<file path="config.mk">
export PLATFORM = sky130hd
export DESIGN_NAME = ws2812_frame_sched
export DESIGN_NICKNAME = d
export VERILOG_FILES = /design/src/rtl/ws2812_frame_sched_pkg.sv /design/src/rtl/ws2812_latch_timer.sv /design/src/rtl/ws2812_frame_sched.sv
export SDC_FILE = /design/constraint.sdc
export NUM_CORES = 1
export LEC_CHECK = 0
export ABC_AREA = 1
export BUFFER_PORTS_ARGS = -buffer_cell sky130_fd_sc_hd__buf_2
export CORE_ASPECT_RATIO = 0.7
export CORE_MARGIN = 2
export CORE_UTILIZATION = 49
export DETAILED_ROUTE_END_ITERATION = 10
export PLACE_DENSITY = 0.93
export SLEW_MARGIN = 20
export SYNTH_ARGS = -nofsm -noshare
export SYNTH_HDL_FRONTEND = slang
export SYNTH_SLANG_ARGS = --single-unit
</file>
<file path="constraint.sdc">
create_clock -name clk -period 2.91 [get_ports clk]
set_input_delay 0.4365 -clock clk [delete_from_list [all_inputs] [get_ports clk]]
set_output_delay 0.4365 -clock clk [all_outputs]
set_load 0.05 [all_outputs]
</file>
<file path="src/rtl/ws2812_frame_sched_pkg.sv">
// ws2812_frame_sched_pkg: shared types and constants for the WS2812B frame scheduler
package ws2812_frame_sched_pkg;

    localparam int PIXEL_W          = 24;
    localparam int DEF_LED_CNT      = 10;
    localparam int DEF_RESET_CYCLES = 3000;

    typedef enum logic [2:0] {
        ST_IDLE,
        ST_FETCH,
        ST_CAPT,
        ST_SEND,
        ST_LATCH
    } state_t;

    // A single pixel still needs a 1-bit index port
    function automatic int idx_width(input int n);
        return (n > 1) ? $clog2(n) : 1;
    endfunction

endpackage

</file>
<file path="src/rtl/ws2812_latch_timer.sv">
// ws2812_latch_timer: holds the latch level for RESET_CYCLES clocks after a start pulse
module ws2812_latch_timer
    import ws2812_frame_sched_pkg::*;
#(
    parameter int RESET_CYCLES = DEF_RESET_CYCLES
) (
    input  logic clk,
    input  logic reset,
    input  logic i_start,
    output logic o_latch,
    output logic o_last,
    output logic o_done
);

    localparam int CNT_W = $clog2(RESET_CYCLES);

    logic [CNT_W-1:0] r_cnt;
    logic             r_latch;
    logic             r_done;

    assign o_last  = r_latch & (r_cnt == CNT_W'(RESET_CYCLES - 1));
    assign o_latch = r_latch;
    assign o_done  = r_done;

    // Count latch cycles from zero; drop the level and pulse done on the final one
    always_ff @(posedge clk) begin
        if (reset) begin
            r_cnt   <= '0;
            r_latch <= 1'b0;
            r_done  <= 1'b0;
        end else begin
            r_done  <= o_last;
            r_latch <= i_start | (r_latch & ~o_last);
            r_cnt   <= (i_start | o_last) ? '0 : r_latch ? r_cnt + CNT_W'(1) : r_cnt;
        end
    end

endmodule

</file>
<file path="src/rtl/ws2812_frame_sched.sv">
// ws2812_frame_sched: sequences WS2812B refreshes and arbitrates the shared pixel buffer
module ws2812_frame_sched
    import ws2812_frame_sched_pkg::*;
#(
    parameter int LED_CNT      = DEF_LED_CNT,
    parameter int RESET_CYCLES = DEF_RESET_CYCLES,
    parameter int IDX_W        = idx_width(LED_CNT)
) (
    input  logic               clk,
    input  logic               reset,
    input  logic               wr_req,
    input  logic [IDX_W-1:0]   wr_idx,
    input  logic [PIXEL_W-1:0] wr_data,
    output logic               wr_gnt,
    input  logic               commit,
    output logic               mem_en,
    output logic               mem_we,
    output logic [IDX_W-1:0]   mem_addr,
    output logic [PIXEL_W-1:0] mem_wdata,
    input  logic [PIXEL_W-1:0] mem_rdata,
    output logic               px_valid,
    output logic [PIXEL_W-1:0] px_data,
    input  logic               px_ready,
    output logic               latch,
    output logic               busy,
    output logic               frame_done
);

    state_t             r_state;
    state_t             w_next;
    logic [IDX_W-1:0]   r_idx;
    logic [IDX_W-1:0]   w_idx_next;
    logic               r_pending;
    logic               r_px_valid;
    logic [PIXEL_W-1:0] r_px_data;
    logic               w_hs;
    logic               w_last_px;
    logic               w_rd;
    logic               w_wr;
    logic               w_in_range;
    logic               w_start;
    logic               w_tmr_last;

    assign w_hs       = r_px_valid & px_ready;
    assign w_last_px  = r_idx == IDX_W'(LED_CNT - 1);
    assign w_rd       = r_state == ST_FETCH;
    assign w_in_range = {1'b0, wr_idx} < (IDX_W + 1)'(LED_CNT);
    assign wr_gnt     = wr_req & ~w_rd;
    assign w_wr       = wr_gnt & w_in_range;
    assign mem_en     = w_rd | w_wr;
    assign mem_we     = w_wr;
    assign mem_addr   = w_rd ? r_idx : wr_idx;
    assign mem_wdata  = wr_data;
    assign px_valid   = r_px_valid;
    assign px_data    = r_px_data;
    assign busy       = r_state != ST_IDLE;

    // Next state and pixel index; reads own the buffer port during FETCH
    always_comb begin
        w_next     = r_state;
        w_idx_next = r_idx;
        w_start    = 1'b0;
        case (r_state)
            ST_IDLE: begin
                if (commit) begin
                    w_next     = ST_FETCH;
                    w_idx_next = '0;
                end
            end
            ST_FETCH: w_next = ST_CAPT;
            ST_CAPT:  w_next = ST_SEND;
            ST_SEND: begin
                if (w_hs) begin
                    if (w_last_px) begin
                        w_next  = ST_LATCH;
                        w_start = 1'b1;
                    end else begin
                        w_next     = ST_FETCH;
                        w_idx_next = r_idx + IDX_W'(1);
                    end
                end
            end
            ST_LATCH: begin
                if (w_tmr_last) begin
                    w_next     = (r_pending | commit) ? ST_FETCH : ST_IDLE;
                    w_idx_next = '0;
                end
            end
            default: w_next = ST_IDLE;
        endcase
    end

    // State, index, collapsed pending commit and the registered pixel word
    always_ff @(posedge clk) begin
        if (reset) begin
            r_state    <= ST_IDLE;
            r_idx      <= '0;
            r_pending  <= 1'b0;
            r_px_valid <= 1'b0;
            r_px_data  <= '0;
        end else begin
            r_state    <= w_next;
            r_idx      <= w_idx_next;
            r_pending  <= (r_state == ST_LATCH && w_tmr_last) ? 1'b0 : (busy & commit) ? 1'b1 : r_pending;
            r_px_valid <= (r_state == ST_CAPT) ? 1'b1 : w_hs ? 1'b0 : r_px_valid;
            r_px_data  <= (r_state == ST_CAPT) ? mem_rdata : r_px_data;
        end
    end

    ws2812_latch_timer #(
        .RESET_CYCLES(RESET_CYCLES)
    ) u_timer (
        .clk    (clk),
        .reset  (reset),
        .i_start(w_start),
        .o_latch(latch),
        .o_last (w_tmr_last),
        .o_done (frame_done)
    );

endmodule
</file>
==> results of run 1 <==
worst register-to-register path: cells and delay by family (launching register included):
family | cells | cell delay (ps)
buffers and inverters | 1 | 60
flip-flops | 1 | 400
adder cells (fa/ha/maj) | 1 | 210
AND/OR/NAND/NOR | 5 | 620
AO/OA/AOI/OAI | 1 | 180
power groups by stage:
stage	combinational, mW	clock [mW]	sequential, mW
2_1_floorplan	0.646	0	1.25
3_3_place_gp	1.14	0	0.887
3_5_place_dp	1.17	0	0.893
4_1_cts	1.17	0.415	0.883
5_1_grt	1.26	0.440	0.902
6_report	1.17	0.405	0.884
cell families after synthesis:
kind of cell,synth area share
AOI/OAI and AO/OA,0.1052
xor gates and xnor gates,0.03052
adders and majority gates,0.01635
buffers and inverters,0.1433
DFF,0.4098
and+or+nand+nor,0.2948
layer usage:
metal	vias up	routed length, µm
li1	1043	-
met1	947	2261
met2	92	2110
met3	18	428
met4	0	129
met5	-	0
final cells by class:
class	count	area (µm²)
Fill cell	405	1864
Tap cell	55	68.82
Multi-Input combinational cell	207	1026
Sequential cell	47	940.9
Clock inverter	2	16.27
Inverter	24	90.09
Timing Repair Buffer	69	350.3
Clock buffer	6	72.57
worst min-delay path by stage:
stage                     cells after the start     endpoint          start
after floorplan                               2    r_pending      r_pending
after global placement                        2    r_pending      r_pending
after detailed placement                      2    r_pending      r_pending
after CTS                                     3  px_data[16]  mem_rdata[16]
after global routing                          3  px_data[16]  mem_rdata[16]
final                                         3  px_data[12]  mem_rdata[12]
flip-flops by register name, summed over array words and instances (netlist names):
| register | count |
|---|---|
| u_timer.o_latch | 1 |
| px_valid | 1 |
| r_pending | 1 |
| u_timer.r_cnt | 12 |
| u_timer.o_done | 1 |
| r_idx | 4 |
| r_state | 3 |
| px_data | 24 |
cell usage in the layout (no fill, tap or decap), types with 4 or more instances in the layout:
cell type / Yosys / layout
a21oi_1: 9 / 9
buf_2: 4 / 67
clkbuf_8: 0 / 5
dfxtp_1: 47 / 47
inv_1: 20 / 20
inv_2: 4 / 4
nand2_1: 42 / 42
nand3_1: 6 / 6
nand3_2: 4 / 4
nand4_1: 5 / 5
nor2_1: 79 / 79
o21ai_0: 33 / 33
xor2_1: 6 / 6
through the flow:
step | power, mW | util | cells | setup slack, ps | hold WS, ps
after floorplan | 1.892 | - | 313 | 625.5 | 446.3
after global placement | 2.031 | 0.5590 | 402 | 1142 | 458.6
after detailed placement | 2.062 | 0.5590 | 402 | 1077 | 473.7
after CTS | 2.468 | 0.5791 | 410 | 722.6 | 337.7
after global routing | 2.601 | 0.5791 | 410 | 570.4 | 345.4
final | 2.457 | 0.5791 | 410 | 746.6 | 344.2
==> metrics.md, run 1 <==
| Metric | Value |
|---|---|
| Number of setup buffers added after CTS | `0` |
| Share of cells above drive strength 1 | `0.2704` |
| HP Class | `in2reg` |
| Cell family with most CP delay | `buffers and inverters` |
| Min Tclk post-route | `2163 ps` |
| Global-route usage over all layers | `0.1941` |
| Worst rel slew slack | `0.6954` |
| Seq/Total Area, Yosys | `0.4098` |
| Crit. path cell count | `7` |
| Input/output buffers | `67` |
| Design area | `0.002565 mm²` |
| Peak VDD IR | `0.5522 mV` |
| Clock Pin Slew Worst Setup and Hold Paths | `90 ps` |
| Sw Share | `0.4992` |
| Htree depth | `2` |
| Cells after Synth | `313` |
| P per Cell Area | `957.9 mW/mm²` |
| Clk root buf | `clkbuf_8` |
| Critical Path End Type | `output port` |
| Rows | `20` |
| Cell variety after synth | `30` |
| End of the worst register-to-register path | `r_state[2]` |
| Crit-path most repeated cell | `inv_1` |
| Worst path slowest cell | `dfxtp_1` |
| DR WL/cell | `12.02 µm` |
| Beginning of the critical path | `r_state[2]` |
| Core area | `0.004429 mm²` |
| CP Data Required Time | `2470 ps` |
| Worst R2R Start | `u_timer.r_cnt[0]` |
| Fin crit share | `0.7434` |
| Outcome | `finished, violations left` |
| Pre-antenna DRT Iters | `7` |
| GRT met2 Usage | `0.3181` |
| Comb pwr share | `0.475` |
| Top FF cell, synth | `dfxtp_1` |
| Routability congestion estimate | `0.8911` |
| Reg power frac | `0.360` |
| Post-placement cell area | `0.002476 mm²` |
| Count leader, synth | `nor2_1` |
| Clock network fraction of total power | `0.165` |
| Crit path max fanout | `11` |
| Initial antenna violation count | `0` |
| Synth area leader | `dfxtp_1` |
| Maximum clock path buffer count | `2` |
| DRC viols | `5` |
| Clock skew | `2.799 ps` |
| Slew @ Worst Pin | `456.2 ps` |
| Antenna cells | `0` |
| RSZ-0062 raised after global routing | `false` |
| R2R cell count | `8` |
| Final setup viols | `0` |
| Max-cap violations | `0` |
| Setup crit end | `mem_en` |
| Post-Syn Nets | `373` |
| Netlist Area Pre-Place | `0.002296 mm²` |
| Total gr overflow | `0` |
| FF+latch count, synth | `47` |
| Slew Limit Fails | `0` |
| Synth area leaders | `dfxtp_1 (41%), nor2_1 (13%), buf_4 (8.2%)` |
| Highest clock rate | `0.4622 GHz` |
| Vias in the first global route | `1,779` |
| Nets | `414` |
| Antenna Nets Post-Route | `0` |
| R2R Setup Slk | `1340 ps` |
| First-pass GRT wire length | `7900 µm` |
| Area growth from synthesis to layout | `11.72%` |
| Critical Path Source Type | `flip-flop` |
| Detailed Route WL | `4930 µm` |
| GR Layer Usage met1 | `0.2326` |
| GR Layer Usage met3 | `0.06166` |
| NetSw | `1.227 mW` |
| CP arrival | `1730 ps` |
| CTS sink cnt | `47` |
| Final setup TNS | `0 ps` |
| Int Power | `1.231 mW` |
| Largest net degree at the start of global routing | `29` |
| Worst path bufs/invs | `3` |
| Synthesized area per cell | `7.335 µm²` |
| Die W | `85.82 µm` |
| Failing checks | `DRC` |
| Highest cell delay on the worst timing path | `430 ps` |
| Fin. Hold Viols | `0` |
| DR iter-0 viols | `114` |
| CTS tree | `built` |
| Hold Buf Count CTS | `0` |
| Via count | `2,100` |
| Initial core utilization | `0.5184` |
| Ys async rst share | `0` |
| Post-synth top area share | `0.4098` |
| Crit Path Category | `reg2out` |
| IO Pins | `116` |
| Yosys warning total | `0` |
| Global route hottest layer | `met2` |
| Vias per inst | `5.122` |
| DP HPWL | `3600 µm` |
| Floorplan die height | `61.27 µm` |
| Worst skew pair latency | `310 ps` |
| Commonest cells post-synth | `nor2_1 (79), dfxtp_1 (47), nand2_1 (42)` |
| Post-CTS Resized | `0` |
| Number of flops mapped to enable cells by yosys | `0` |
| P_leak | `1.219 nW` |
| Critical-path cell list | `inv_1 -> nand2_2 -> nor2_1 -> inv_1 -> nand2_1 -> o21ai_0 -> buf_2` |
| Die Area | `0.005258 mm²` |
| Total CTS buffers | `5` |
Power figures use the tool's default switching activity.
==> run 2, diff against run 1 <==
Settings changed: CORE_UTILIZATION 49 to 45, PLACE_DENSITY 0.93 to 0.87.
Clock period 2.91 ns to 2.2 ns, I/O delays scaled along.
==> run 2 against run 1 <==
Against the previous run: the flow now finishes without violations; power increased by 33%; worst setup slack got worse by 480 ps; routed wire length down 0.73%; hold slack worse by 99 ps; first-iteration DRC count up 39%; final area rose by 1.0%; critical path depth unchanged; non-clock buffer count unchanged; combinational power increased by 32%; critical path type unchanged; largest cell class unchanged; largest power group unchanged; highest routed layer unchanged.
==> metrics.md, run 2 (synthesized netlist as in run 1, its figures left out) <==
| Metric | Value |
|---|---|
| Input/output buffers | `67` |
| Area growth from synthesis to layout | `12.86%` |
| Peak VDD IR | `0.7767 mV` |
| IO Pins | `116` |
| Critical Path Source Type | `flip-flop` |
| Antenna Nets Post-Route | `0` |
| Clk root buf | `clkbuf_8` |
| Worst R2R Start | `u_timer.r_cnt[0]` |
| Total gr overflow | `0` |
| Antenna cells | `0` |
| HP Class | `in2reg` |
| Nets | `414` |
| CTS tree | `built` |
| Core area | `0.004835 mm²` |
| Pre-antenna DRT Iters | `4` |
| Total CTS buffers | `5` |
| Fin. Hold Viols | `0` |
| CP Data Required Time | `1870 ps` |
| Worst skew pair latency | `300 ps` |
| Slew @ Worst Pin | `465.8 ps` |
| Die W | `89.38 µm` |
| Initial antenna violation count | `0` |
| Clock skew | `6.889 ps` |
| P_leak | `1.226 nW` |
| CTS sink cnt | `47` |
| Vias in the first global route | `1,918` |
| Via count | `2,073` |
| End of the worst register-to-register path | `r_idx[2]` |
| Final setup viols | `0` |
| Htree depth | `2` |
| Fin crit share | `0.8808` |
| DP HPWL | `3534 µm` |
| Outcome | `finished clean` |
| Highest clock rate | `0.5161 GHz` |
| DR iter-0 viols | `158` |
| RSZ-0062 raised after global routing | `false` |
| Crit Path Category | `reg2out` |
| Pwr Total | `3.258 mW` |
| Beginning of the critical path | `r_state[2]` |
| Final setup TNS | `0 ps` |
| First-pass GRT wire length | `8397 µm` |
| P per Cell Area | `1257 mW/mm²` |
| Fillers | `470` |
| Setup WS post-layout | `262.2 ps` |
| Post-Route Utilization | `0.5360` |
| R2R cell count | `9` |
| DRC viols | `0` |
| Die Area | `0.005699 mm²` |
| CP arrival | `1610 ps` |
| Vias per inst | `4.889` |
| Largest net degree at the start of global routing | `28` |
| Most frequent cells in the layout | `nor2_1 (79), buf_2 (66), dfxtp_1 (47)` |
| Hold Buf Count CTS | `0` |
| Sequential Area | `940.9 µm²` |
| Pre-CTS setup slack | `481.6 ps` |
| Crit path max fanout | `11` |
| Global-route usage over all layers | `0.1884` |
| Routability congestion estimate | `0.8826` |
| DR WL/cell | `11.54 µm` |
| Clock Pin Slew Worst Setup and Hold Paths | `90 ps` |
| Maximum clock path buffer count | `2` |
| Floorplan die height | `63.76 µm` |
| Slew Limit Fails | `0` |
| Worst rel slew slack | `0.6890` |
| Detailed Route WL | `4894 µm` |
| Initial core utilization | `0.4749` |
| Share of cells above drive strength 1 | `0.2732` |
| Rows | `21` |
| Commonest non-fill, non-tap cell in the layout | `nor2_1` |
| Setup crit end | `mem_en` |
| Max reg flops | `24` |
| Area of the multi-input gates | `0.001026 mm²` |
| Critical Path End Type | `output port` |
| Min Tclk post-route | `1938 ps` |
| Max-cap violations | `0` |
| R2R Setup Slk | `670 ps` |
## run 2: timing repair
item	CTS	global route
buffers inserted	0	0
gates resized for setup	0	2
setup endpoints to repair	0	1
## run 2: worst min path at each step
| stage | start | end | depth (start not counted) |
|---|---|---|---|
| after floorplan | r_pending | r_pending | 2 |
| after global placement | r_pending | r_pending | 2 |
| after detailed placement | r_pending | r_pending | 2 |
| after CTS | mem_rdata[2] | px_data[2] | 3 |
| after global routing | mem_rdata[12] | px_data[12] | 3 |
| final | mem_rdata[15] | px_data[15] | 3 |
## run 2: cell type report
| cell class | count | share of cell area |
|---|---|---|
| Timing Repair Buffer | 69 | 0.1362 |
| Tap cell | 69 | 0.03332 |
| Clock buffer | 7 | 0.03332 |
| Multi-Input combinational cell | 207 | 0.3959 |
| Inverter | 24 | 0.03477 |
| Clock inverter | 1 | 0.003380 |
| Sequential cell | 47 | 0.3631 |
## run 2: routing by layer
layer  GRT usage  vias up  routed length, µm
met5           0        -                  0
met4     0.05970        0                 65
met3     0.07752        7                471
met2      0.2852       84               2039
met1      0.2440      935               2318
li1            -     1047                  -
## run 2: worst max-delay path, stage by stage (launching register included)
cell	delay (ps)
dfxtp_1	430
inv_1	80
nand2_2	90
nor2_1	60
inv_2	140
nand2_1	110
o21ai_0	150
clkbuf_4	250
## run 2: metrics by stage
step	instances	hold slack [ps]	instance area [µm²]
5_1_grt	424	238.3	2591
2_1_floorplan	313	446.3	2296
6_report	424	245.3	2591
3_5_place_dp	416	468.6	2494
3_3_place_gp	416	456.4	2494
4_1_cts	424	234.6	2589
## run 2: power by group
part           internal [mW]  switching, mW  total (mW)
clock                  0.258          0.286       0.544
sequential              1.04          0.120        1.16
combinational          0.361           1.19        1.55
==> run 3, diff against run 2 <==
Settings changed: CORE_ASPECT_RATIO 0.7 to 0.75, REMOVE_ABC_BUFFERS set to 1.
Clock period 2.2 ns to 1.9 ns, I/O delays scaled along.
==> run 3 against run 2 <==
Against the previous run: sequential power increased by 16%; power increased by 21%; clock power increased by 42%; sequential cell count unchanged; die area about the same; non-clock buffer count increased by 2; critical path type unchanged; combinational power increased by 17%; core utilization about the same; first-iteration DRC count decreased by 23%.
==> metrics.md, run 3 (synthesized netlist as in run 1, its figures left out) <==
| Metric | Value |
|---|---|
| Outcome | `finished clean` |
| Met2 WL | `2089 µm` |
| P_leak | `1.251 nW` |
| Input/output buffers | `67` |
| Routability congestion estimate | `0.8648` |
| Maximum clock path buffer count | `2` |
| Initial antenna violation count | `0` |
| First-pass GRT wire length | `8804 µm` |
| Worst path bufs/invs | `2` |
| Cell family with most CP delay | `flip-flops` |
| NetSw | `1.863 mW` |
| Top routing layer in use | `met4` |
| Highest clock rate | `0.5585 GHz` |
| Reg power frac | `0.343` |
| Share of cells above drive strength 1 | `0.2829` |
| Final setup viols | `0` |
| DR WL/cell | `13.02 µm` |
| CP Data Required Time | `1620 ps` |
| Comb pwr share | `0.461` |
| Commonest non-fill, non-tap cell in the layout | `nor2_1` |
| Area growth from synthesis to layout | `14.44%` |
| CTS sink cnt | `47` |
| Met3 wire length | `629 µm` |
| Sw Share | `0.4725` |
| Floorplan die height | `65.86 µm` |
| DP HPWL | `3977 µm` |
| Antenna Nets Post-Route | `0` |
| Rows | `22` |
| Vias in the first global route | `1,919` |
| R2R cell count | `9` |
| CP arrival | `1510 ps` |
| Via count | `2,071` |
| Clock network fraction of total power | `0.196` |
| M1 WL | `2649 µm` |
| Nets | `416` |
| Critical Path End Type | `output port` |
| RSZ-0062 raised after global routing | `false` |
| Clock Pin Slew Worst Setup and Hold Paths | `90 ps` |
| Core area | `0.004900 mm²` |
| Max-cap violations | `0` |
| Critical Path Source Type | `flip-flop` |
| Hold slack | `201.6 ps` |
| Crit. path cell count | `5` |
| End of the worst register-to-register path | `r_idx[0]` |
| Critical-path cell list | `nand2_2 -> nor2_1 -> inv_2 -> o21ai_0 -> buf_2` |
| CTS tree | `built` |
| IO Pins | `116` |
| Hold Buf Count CTS | `0` |
| Global-route usage over all layers | `0.1980` |
| Min Tclk post-route | `1790 ps` |
| Clk root buf | `clkbuf_8` |
| Fin crit share | `0.9424` |
| DRC viols | `0` |
| Setup crit end | `mem_addr[1]` |
| Worst R2R Start | `u_timer.r_cnt[0]` |
| Total CTS buffers | `5` |
| Largest net degree at the start of global routing | `28` |
| Die Area | `0.005696 mm²` |
| Die W | `86.48 µm` |
| P per Cell Area | `1500 mW/mm²` |
| Total gr overflow | `0` |
| Pre-antenna DRT Iters | `4` |
| Worst path slowest cell | `dfxtp_1` |
| Detailed Route WL | `5428 µm` |
| Peak VDD IR | `0.8675 mV` |
| Slew Limit Fails | `0` |
| Initial core utilization | `0.4686` |
| Highest cell delay on the worst timing path | `410 ps` |
| Worst skew pair latency | `300 ps` |
| Crit path max fanout | `11` |
| R2R Setup Slk | `350 ps` |
| Pwr Total | `3.942 mW` |
| DR iter-0 viols | `122` |
| Most frequent cells in the layout | `nor2_1 (79), buf_2 (65), dfxtp_1 (46)` |
| Int Power | `2.079 mW` |
| Fin. Hold Viols | `0` |
| Clock skew | `5.229 ps` |
| Vias per inst | `4.966` |
| Beginning of the critical path | `r_state[0]` |
| HP Class | `in2reg` |
| Crit Path Category | `reg2out` |
| Max reg flops | `24` |
| Htree depth | `2` |
| Antenna cells | `0` |
| Worst rel slew slack | `0.6788` |
| Slew @ Worst Pin | `481.0 ps` |
[run 3: cell count changes in the layout (fill, tap and decap cells not counted), sizes merged]
cell	delta
buf	+3
bufinv	+1
clkbuf	-2
clkinv	-1
inv	+1
[run 3: stage by stage]
step	area (µm²)	utilization	TNS [ps]	instances	setup slack, ps
CTS	2614	0.5335	0	416	43.42
global placement	2490	0.5082	0	408	333.2
global route	2628	0.5363	0	417	2.979
detailed placement	2490	0.5082	0	408	236.6
floorplan	2057	-	-992.9	278	-328.1
finish	2628	0.5363	0	417	109.5
[run 3: worst min-delay path by stage]
stage / start / end / depth (start not counted)
finish: mem_rdata[17] / px_data[17] / 3
global route: mem_rdata[11] / px_data[11] / 3
CTS: mem_rdata[17] / px_data[17] / 3
detailed placement: r_pending / r_pending / 2
global placement: r_pending / r_pending / 2
floorplan: reset / px_valid / 1
[run 3: area by class of cell]
type | instances | area (µm²)
clock buffers | 6 | 82.58
clock inverters | 2 | 38.79
fillers | 454 | 2272
inverters | 24 | 90.09
multi-input cells | 207 | 1026
flip-flops and latches | 47 | 944.7
well taps | 60 | 75.07
repair buffers | 71 | 370.4
[run 3: tightest hold or removal path: stages]
cell	delay [ps]
buf_2	70
nor2_1	30
nor2_1	80
[run 3: timing repair]
item,in CTS,in global routing
resized for setup,2,5
setup buffers,0,1
cloned,0,0
setup endpoints to repair,3,7
[run 3: layer usage]
layer | vias to the layer above | GRT usage
met1 | 907 | 0.2775
met3 | 9 | 0.09363
met4 | 0 | 0.05664
li1 | 1047 | -
met2 | 108 | 0.2644
met5 | - | 0.03030
[run 3: power by group through the flow]
stage          registers, mW  clock network, mW  logic, mW
2_1_floorplan           1.91                  0      0.823
3_3_place_gp            1.36                  0       1.76
3_5_place_dp            1.36                  0       1.80
4_1_cts                 1.35              0.789       1.81
5_1_grt                 1.38              0.838       1.98
6_report                1.35              0.774       1.82
